[src/rtl/bus_pkg.sv]
// Shared definitions for the 8-bit CPU bus responders (SRAM, ROM, I/O).
package bus_pkg;

    localparam int BUS_ADDR_WIDTH  = 16;
    localparam int BUS_DATA_WIDTH  = 8;
    localparam int WAIT_STATES_MAX = 15;

    typedef enum logic [1:0] {
        IDLE   = 2'd0,
        ACCESS = 2'd1,
        ACK    = 2'd2
    } state_t;

    // Wait counter needs at least one bit even with zero wait states.
    function automatic int cnt_width(input int wait_states);
        return (wait_states < 1) ? 1 : $clog2(wait_states + 1);
    endfunction

endpackage

[src/rtl/sram_bus_responder_if.sv]
// CPU bus request/response signals between the bus master and a responder.
interface sram_bus_responder_if
    import bus_pkg::*;
#(
    parameter int ADDR_WIDTH = BUS_ADDR_WIDTH,
    parameter int DATA_WIDTH = BUS_DATA_WIDTH
);
    logic                  i_cs;
    logic [ADDR_WIDTH-1:0] i_addr;
    logic [DATA_WIDTH-1:0] i_dat;
    logic                  i_we;
    logic [DATA_WIDTH-1:0] o_dat;
    logic                  o_ack;

    modport master (
        output i_cs, i_addr, i_dat, i_we,
        input  o_dat, o_ack
    );

    modport slave (
        input  i_cs, i_addr, i_dat, i_we,
        output o_dat, o_ack
    );
endinterface

[src/rtl/wait_counter.sv]
// Loadable down-counter with a zero flag; stops at zero rather than wrapping.
module wait_counter
    import bus_pkg::*;
#(
    parameter int WIDTH = cnt_width(WAIT_STATES_MAX)
) (
    input  logic             i_clk,
    input  logic             i_reset,
    input  logic             i_load,
    input  logic [WIDTH-1:0] i_load_val,
    input  logic             i_dec,
    output logic             o_zero
);
    logic [WIDTH-1:0] r_count;

    always_ff @(posedge i_clk or posedge i_reset) begin
        if (i_reset) begin
            r_count <= '0;
        end else if (i_load) begin
            r_count <= i_load_val;
        end else if (i_dec && (r_count != '0)) begin
            r_count <= r_count - WIDTH'(1);
        end
    end

    assign o_zero = (r_count == '0);
endmodule

[src/rtl/sram_bus_responder.sv]
// CPU bus responder driving an asynchronous SRAM with WAIT_STATES extra access cycles.
//   state  | meaning
//   IDLE   | strobes off, waiting for i_cs
//   ACCESS | strobes active, counting wait states
//   ACK    | ack pulse; ce_n and write data still held for hold time
module sram_bus_responder
    import bus_pkg::*;
#(
    parameter int ADDR_WIDTH  = BUS_ADDR_WIDTH,
    parameter int DATA_WIDTH  = BUS_DATA_WIDTH,
    parameter int WAIT_STATES = 1
) (
    input  logic                  i_clk,
    input  logic                  i_reset,
    sram_bus_responder_if.slave   bus,
    output logic [ADDR_WIDTH-1:0] o_sram_addr,
    output logic [DATA_WIDTH-1:0] o_sram_dq,
    output logic                  o_sram_dq_oe,
    input  logic [DATA_WIDTH-1:0] i_sram_dq,
    output logic                  o_sram_ce_n,
    output logic                  o_sram_oe_n,
    output logic                  o_sram_we_n
);
    localparam int CNT_WIDTH = cnt_width(WAIT_STATES);

    state_t                r_state, w_state_nxt;
    logic                  r_ack, w_ack_nxt;
    logic [DATA_WIDTH-1:0] r_dat, w_dat_nxt;
    logic [ADDR_WIDTH-1:0] r_addr, w_addr_nxt;
    logic [DATA_WIDTH-1:0] r_wdat, w_wdat_nxt;
    logic                  r_we, w_we_nxt;
    logic                  r_ce_n, w_ce_n_nxt;
    logic                  r_oe_n, w_oe_n_nxt;
    logic                  r_we_n, w_we_n_nxt;
    logic                  r_dq_oe, w_dq_oe_nxt;
    logic                  w_cnt_load, w_cnt_dec, w_cnt_zero;

    wait_counter #(.WIDTH(CNT_WIDTH)) u_wait_counter (
        .i_clk      (i_clk),
        .i_reset    (i_reset),
        .i_load     (w_cnt_load),
        .i_load_val (CNT_WIDTH'(WAIT_STATES)),
        .i_dec      (w_cnt_dec),
        .o_zero     (w_cnt_zero)
    );

    always_comb begin
        w_state_nxt = r_state;
        w_ack_nxt   = 1'b0;
        w_dat_nxt   = r_dat;
        w_addr_nxt  = r_addr;
        w_wdat_nxt  = r_wdat;
        w_we_nxt    = r_we;
        w_ce_n_nxt  = r_ce_n;
        w_oe_n_nxt  = r_oe_n;
        w_we_n_nxt  = r_we_n;
        w_dq_oe_nxt = r_dq_oe;
        w_cnt_load  = 1'b0;
        w_cnt_dec   = 1'b0;
        case (r_state)
            IDLE: begin
                if (bus.i_cs) begin
                    w_addr_nxt  = bus.i_addr;
                    w_wdat_nxt  = bus.i_dat;
                    w_we_nxt    = bus.i_we;
                    w_cnt_load  = 1'b1;
                    w_ce_n_nxt  = 1'b0;
                    w_oe_n_nxt  = bus.i_we;
                    w_we_n_nxt  = !bus.i_we;
                    w_dq_oe_nxt = bus.i_we;
                    w_state_nxt = ACCESS;
                end
            end
            ACCESS: begin
                if (!w_cnt_zero) begin
                    w_cnt_dec = 1'b1;
                end else begin
                    if (!r_we) begin
                        w_dat_nxt = i_sram_dq;
                    end
                    // we_n rises here while dq_oe stays up one more cycle for data hold.
                    w_we_n_nxt  = 1'b1;
                    w_oe_n_nxt  = 1'b1;
                    w_ack_nxt   = 1'b1;
                    w_state_nxt = ACK;
                end
            end
            ACK: begin
                w_ce_n_nxt  = 1'b1;
                w_dq_oe_nxt = 1'b0;
                w_state_nxt = IDLE;
            end
            default: begin
                w_state_nxt = IDLE;
            end
        endcase
    end

    always_ff @(posedge i_clk or posedge i_reset) begin
        if (i_reset) begin
            r_state <= IDLE;
            r_ack   <= 1'b0;
            r_dat   <= '0;
            r_addr  <= '0;
            r_wdat  <= '0;
            r_we    <= 1'b0;
            r_ce_n  <= 1'b1;
            r_oe_n  <= 1'b1;
            r_we_n  <= 1'b1;
            r_dq_oe <= 1'b0;
        end else begin
            r_state <= w_state_nxt;
            r_ack   <= w_ack_nxt;
            r_dat   <= w_dat_nxt;
            r_addr  <= w_addr_nxt;
            r_wdat  <= w_wdat_nxt;
            r_we    <= w_we_nxt;
            r_ce_n  <= w_ce_n_nxt;
            r_oe_n  <= w_oe_n_nxt;
            r_we_n  <= w_we_n_nxt;
            r_dq_oe <= w_dq_oe_nxt;
        end
    end

    assign bus.o_ack    = r_ack;
    assign bus.o_dat    = r_dat;
    assign o_sram_addr  = r_addr;
    assign o_sram_dq    = r_wdat;
    assign o_sram_dq_oe = r_dq_oe;
    assign o_sram_ce_n  = r_ce_n;
    assign o_sram_oe_n  = r_oe_n;
    assign o_sram_we_n  = r_we_n;
endmodule

[src/flat_wrapper.sv]
// flat-port wrapper written by rule: the top's interface ports become plain ports
module sram_bus_responder_flat import bus_pkg::*;
#(
    parameter int ADDR_WIDTH  = BUS_ADDR_WIDTH,
    parameter int DATA_WIDTH  = BUS_DATA_WIDTH,
    parameter int WAIT_STATES = 1
)
  (i_clk, i_reset, o_sram_addr, o_sram_dq, o_sram_dq_oe, i_sram_dq, o_sram_ce_n, o_sram_oe_n, o_sram_we_n, bus_i_cs, bus_i_addr, bus_i_dat, bus_i_we, bus_o_dat, bus_o_ack);
  sram_bus_responder_if #(.ADDR_WIDTH(ADDR_WIDTH), .DATA_WIDTH(DATA_WIDTH)) bus_i ();
  input  logic i_clk;
  input  logic i_reset;
  output logic [ADDR_WIDTH-1:0] o_sram_addr;
  output logic [DATA_WIDTH-1:0] o_sram_dq;
  output logic o_sram_dq_oe;
  input  logic [DATA_WIDTH-1:0] i_sram_dq;
  output logic o_sram_ce_n;
  output logic o_sram_oe_n;
  output logic o_sram_we_n;
  input wire logic [$bits(bus_i.i_cs)-1:0] bus_i_cs;
  input wire logic [$bits(bus_i.i_addr)-1:0] bus_i_addr;
  input wire logic [$bits(bus_i.i_dat)-1:0] bus_i_dat;
  input wire logic [$bits(bus_i.i_we)-1:0] bus_i_we;
  output wire logic [$bits(bus_i.o_dat)-1:0] bus_o_dat;
  output wire logic [$bits(bus_i.o_ack)-1:0] bus_o_ack;
  assign bus_i.i_cs = bus_i_cs;
  assign bus_i.i_addr = bus_i_addr;
  assign bus_i.i_dat = bus_i_dat;
  assign bus_i.i_we = bus_i_we;
  assign bus_o_dat = bus_i.o_dat;
  assign bus_o_ack = bus_i.o_ack;
  sram_bus_responder #(.ADDR_WIDTH(ADDR_WIDTH), .DATA_WIDTH(DATA_WIDTH), .WAIT_STATES(WAIT_STATES)) u_core (.i_clk(i_clk), .i_reset(i_reset), .bus(bus_i), .o_sram_addr(o_sram_addr), .o_sram_dq(o_sram_dq), .o_sram_dq_oe(o_sram_dq_oe), .i_sram_dq(i_sram_dq), .o_sram_ce_n(o_sram_ce_n), .o_sram_oe_n(o_sram_oe_n), .o_sram_we_n(o_sram_we_n));
endmodule
[config.mk]
export PLATFORM = sky130hd
export DESIGN_NAME = sram_bus_responder_flat
export DESIGN_NICKNAME = d
export VERILOG_FILES = /design/src/rtl/bus_pkg.sv /design/src/rtl/sram_bus_responder_if.sv /design/src/rtl/wait_counter.sv /design/src/rtl/sram_bus_responder.sv /design/src/flat_wrapper.sv
export SDC_FILE = /design/constraint.sdc
export NUM_CORES = 1
export LEC_CHECK = 0
export CAP_MARGIN = 5
export CORE_UTILIZATION = 30
export DETAILED_ROUTE_END_ITERATION = 16
export GPL_TIMING_DRIVEN = 0
export PLACE_DENSITY = 0.69
export SLEW_MARGIN = 40
export SYNTH_ARGS = -nofsm -noshare
export SYNTH_HDL_FRONTEND = slang
export SYNTH_SLANG_ARGS = --single-unit
export TNS_END_PERCENT = 10
[constraint.sdc]
create_clock -name i_clk -period 2.95 [get_ports i_clk]
set_input_delay 0.7375 -clock i_clk [delete_from_list [all_inputs] [get_ports i_clk]]
set_output_delay 0.7375 -clock i_clk [all_outputs]
set_load 0.005 [all_outputs]
Word level (Yosys, flattened, before mapping). Cells that the tools add are included. Widths: inputs -> output; s select.

$mul: 0. Bitwise logic cells: 2. Order comparisons: 0. Equal/unequal tests: 4. Shift-type cells: 0. Divide/modulo/power cells: 0. $add $sub $neg: 1. Reductions and logical operators: 11. Mux-type cells: 19.

Operator list (count): $mux 1 (12); $pmux 1 s2 (4); $reduce_and 2->1 (3); $reduce_and 3->1 (2); $reduce_bool 2->1 (3); $mux 2 (2); $ne 2x2->1 const B (2); $pmux 2 s2 (1); $eq 2x1->1 const B (1); $eq 2x2->1 const B (1); $logic_not 2->1 (1); $not 1->1 (2); $logic_and 1x1->1 (1); $logic_not 1->1 (1); $sub 1x1->1 const B (1).

Register bits: 41. RAM bits: 0. Output and inout bits: 37. Memories kept: 0. Bits of input ports: 36. Latch bits: 0. Memory bits (read-only): 0.

Longest topological paths before layout. Gate-level depths: netlist (run 1).

Depth after elaboration: 5. Mapped depth: 5. Depth with buffers taken out: 2.

Cells and area by module. From an unflattened synthesis (run 1), not the netlist that was laid out.

Cells, all modules: 109. Area, all modules: 1639.1 um^2.

By module, submodules not included: sram_bus_responder (sequential area each 1004.7 um^2, area an instance 1590.3 um^2, times used 1, cells each 104); wait_counter (sequential area each 25.0 um^2, area an instance 48.8 um^2, times used 1, cells each 5).

Worst setup path before layout (run 1). No wires, ideal clock.

Kind: in2reg. From: in bus_i_cs. To: reg u_core.r_addr[0], in the netlist u_core.o_sram_addr[0]. Buffers on the path: 2. Stages on the path: 4. Data arrival time: 1.543 ns. Setup slack: 1.282 ns. Cells stage by stage: nor3b_1 > buf_4 > buf_6 > mux2_2.

Longest elaborated chain between the ends: 1.

RTL lines: from (decl) (line flat_wrapper.sv:19) `input wire logic [$bits(bus_i.i_cs)-1:0] bus_i_cs;`; $reduce_and 2->1 (no source line); to (signal assigned) (line sram_bus_responder.sv:115) `r_addr <= w_addr_nxt;`; to (decl) (line sram_bus_responder.sv:29) `logic [ADDR_WIDTH-1:0] r_addr, w_addr_nxt;`.

No other way between the ends. A chain may end at the register's enable or synchronous reset.

Worst setup path in the final report (run 1).
From: in bus_i_cs. To: reg u_core.r_wdat[4], in the netlist u_core.o_sram_dq[4].

Longest elaborated chain between the ends: 1.

RTL lines: $reduce_and 2->1 (no source line); to (signal assigned) (line sram_bus_responder.sv:116) `r_wdat <= w_wdat_nxt;`; to (decl) (line sram_bus_responder.sv:30) `logic [DATA_WIDTH-1:0] r_wdat, w_wdat_nxt;`.

No other way between the ends.

==> impl_summary.txt, run 1 <==
----------------------------------------------------
[Floorplanning]
  Die Ht ... 75.32 um
  Core outline area ... 0.005140 mm2
  Top-level I/O count ... 73
  Die Footprint ... 0.005673 mm2
  Initial cell density of the core ... 31.38%
  Rows ... 26
  Die outline width ... 75.32 um

[Cells and area]
  Filler-free cell count of the finished design ... 253
  Fraction of layout instances using a drive strength above 1 ... 27.87%
  Summed area of non-filler cells in the final layout ... 0.002524 mm2
  Number of fill cells ... 471
  Final Net Count ... 218
  Growth of design area from synthesis to finish ... 56.48%
  Antenna Diode Count ... 0

[STA]
  Number of failing hold endpoints at the final stage ... 0
  Minimum clock period ... 2.143 ns
  Fraction of the cycle the final worst path needs ... 72.65%
  Worst slew pin tran ... 0.5359 ns
  Pins over their slew limit ... 0
  Total negative slack for setup checks ... 0 ns
  Final worst clock skew ... 0.001515 ns
  Setup repair after global routing missed its margin ... no
  Max_slew headroom ... 64.12%
  F_max ... 466.6 MHz
  Final Setup Violations ... 0

[Run]
  Max-cap violations ... 0

[Synthesis]
  Gate count of the mapped netlist ... 102
  Share of synthesized area occupied by flip-flops and latches ... 63.85%
  Number of synthesized register bits ... 41
  Synth warnings ... 0
  Total standard cell area after synthesis ... 0.001613 mm2
  Number of enable-type register cells in the synthesized netlist ... 0
  Share of synthesized flip-flops with an asynchronous set or reset ... 100.0%
  Count of unique library cells instantiated by Yosys ... 22
  Synth Net Count ... 138
  Primary flip-flop cell chosen by synthesis mapping ... dfrtp_1
  Post-Syn Area per Cell ... 15.81 um2

[Global route]
  Vias in the first global route ... 1159
  GR Overflow Total ... 0
  Combined global-route utilization of all metal layers ... 13.34%
  Wire length of the first global-routing pass ... 5.430 mm
  Largest net degree at the start of global routing ... 28
  Antenna violations before repair ... 0

[Route]
  Total wire length ... 3.575 mm
  Starting DRT DRC Count ... 26
  Routed Antenna Nets ... 0
  Per-cell via count in the routed design ... 4.411
  Count of TritonRoute iterations in the first routing pass ... 4
  Detailed-route DRC error count ... 0
  Routed vias ... 1116
  Average routed wire per standard cell ... 14.13 um

[Pwr]
  Power density normalized to cell area ... 1002 mW/mm2
  Post-route total power ... 0.002527 W
  Leakage ... 1.036 nW
  Max VDD drop ... 0.4324 mV

[Clock tree]
  Hold-fix buffers, CTS ... 0
  Post-CTS repair timing setup buffer count ... 0
  CTS Buf Count ... 5
  Maximum clock path buffer count ... 2
  Clk sinks ... 41
  Count of H-tree levels built during CTS ... 2
  Clock network latency to the later pin of the worst-skew pair ... 0.29 ns
  CTS tree ... yes
  Root buffer cell ... clkbuf_8
  Clock transition at the registers of the reported paths ... 0.08 ns
  Number of gates given a new drive strength after cts ... 0

[Setup path]
  WP data required ... 3.13 ns
  Arrival time of the worst setup path ... 2.32 ns
  Worst Path Max Fanout ... 10
  R2r worst-path depth ... 5
  Critical path type ... input port to register
  Element type at the critical path start ... input port
  CP endpoint kind ... register

[Placed design]
  Placed cells ... 245
  Port Buffers ... 72
  HPWL after DPL ... 2.731 mm
  GP Congestion ... 0.7160
  Placed inst area ... 0.002441 mm2

[Hold path]
  Hold Crit Depth ... 1
  Min-delay worst type ... register to register

[Status]
  Run status ... complete, no violations

----------------------------------------------------
==> state kept, by name, summed over array words and instances, names as in the netlist, 2 cells and up <==
register,flops
u_core.o_sram_addr,16
u_core.bus.o_dat,8
u_core.o_sram_dq,8
u_core.r_state,2
==> worst max-delay path: stages <==
cell	delay (ns)
clkdlybuf4s50_1	0.59
nor3b_1	0.25
buf_4	0.22
buf_6	0.17
mux2_2	0.34
==> routing by layer <==
metal,vias up,wire length [um],global-route usage (%)
met2,38,1898,22.92
met5,-,0,0
met1,554,1383,14.59
met3,5,218,5.159
met4,0,74,6.173
li1,519,-,-
==> where the power goes <==
part	switching (W)	total, W	internal [W]
combinational	0.000356	0.00116	0.000800
sequential	0.000162	0.00102	0.000859
clock	0.000186	0.000350	0.000164
==> cell usage after synthesis, types with 2 or more instances <==
| library cell | count | area share (%) |
|---|---|---|
| dfrtp_1 | 38 | 59 |
| dfstp_2 | 3 | 4.9 |
| nor3b_1 | 4 | 1.9 |
| buf_6 | 3 | 2.1 |
| mux2_2 | 33 | 23 |
| inv_1 | 4 | 0.93 |
| nor3_1 | 2 | 0.62 |
==> path summary, 6_finish.rpt <==
check | to | from | slack (ns)
setup / recovery | u_core.o_sram_dq[4]$_DFFE_PP0P_ | bus_i_cs | 0.81
hold / removal | u_core.o_sram_ce_n$_DFFE_PP1P_ | u_core.o_sram_ce_n$_DFFE_PP1P_ | 0.50
setup reg to reg | u_core.o_sram_dq[4]$_DFFE_PP0P_ | u_core.r_state[1]$_DFFE_PP0P_ | 1.37
hold reg to reg | u_core.o_sram_ce_n$_DFFE_PP1P_ | u_core.o_sram_ce_n$_DFFE_PP1P_ | 0.50
max in group asynchronous | u_core.o_sram_ce_n$_DFFE_PP1P_ | i_reset | 1.71
min in group asynchronous | u_core.bus.o_dat[7]$_DFFE_PP0P_ | i_reset | 0.72
==> layout by cell type (no fill, tap or decap) <==
cell type / n
nand2b_1: 1
nor3_1: 2
a21o_2: 1
dfstp_2: 3
mux2_2: 33
and2_1: 1
clkbuf_8: 5
buf_12: 1
o2bb2ai_1: 1
clkinv_2: 2
inv_2: 1
a21oi_1: 1
a221oi_1: 1
nor3b_1: 4
buf_6: 3
a211oi_1: 1
nor4b_4: 1
nand2_1: 1
a211o_1: 1
clkdlybuf4s50_1: 72
dfrtp_1: 38
buf_4: 1
a2bb2oi_1: 1
nor2b_1: 1
nor4b_1: 1
clkbuf_1: 2
inv_1: 3
==> stage by stage <==
stage	worst slack, ns	util [%]	hold slack [ns]
after floorplan	1.271	-	0.4657
after global placement	0.5082	47.10	0.4715
after detailed placement	0.5133	47.49	0.4884
after CTS	0.8124	49.10	0.5001
after global routing	0.7585	49.10	0.5209
final	0.8067	49.10	0.5005
==> logic make-up after synthesis <==
family / count (synthesis) / synth area share (%)
AOI/OAI and AO/OA: 7 / 3.491
buffers and inverters: 9 / 3.723
DFF: 41 / 63.85
muxes: 33 / 23.04
and+or+nand+nor: 12 / 5.897
==> layout make-up <==
| class | count | area, um2 | area share, % |
|---|---|---|---|
| tap | 70 | 87.58 | 3.471 |
| sequential | 41 | 1030 | 40.80 |
| multi-input combinational | 52 | 523.0 | 20.72 |
| buffer | 5 | 45.04 | 1.785 |
| clock inverter | 2 | 10.01 | 0.3966 |
| timing repair buffer | 73 | 740.7 | 29.35 |
| inverter | 4 | 15.01 | 0.5949 |
| clock buffer | 6 | 72.57 | 2.876 |
Power figures use the tool's default switching activity.
==> run 2, diff against run 1 <==
==> constraint.sdc (replaced) <==
create_clock -name i_clk -period 2 [get_ports i_clk]
set_input_delay 0.5 -clock i_clk [delete_from_list [all_inputs] [get_ports i_clk]]
set_output_delay 0.5 -clock i_clk [all_outputs]
set_load 0.005 [all_outputs]
==> results of run 2 <==
Same layout as run 1 (identical final DEF). Status: complete, no violations.
Main changes from that run: setup slack after placement 0.5133 ns -> -0.1992 ns; setup slack after layout 0.8067 ns -> 0.09420 ns; hold slack 0.5005 ns -> 0.4793 ns; register-to-register setup slack 1.37 ns -> 0.42 ns; total power 0.002527 W -> 0.003728 W; worst IR drop on VDD 0.4324 mV -> 0.6379 mV
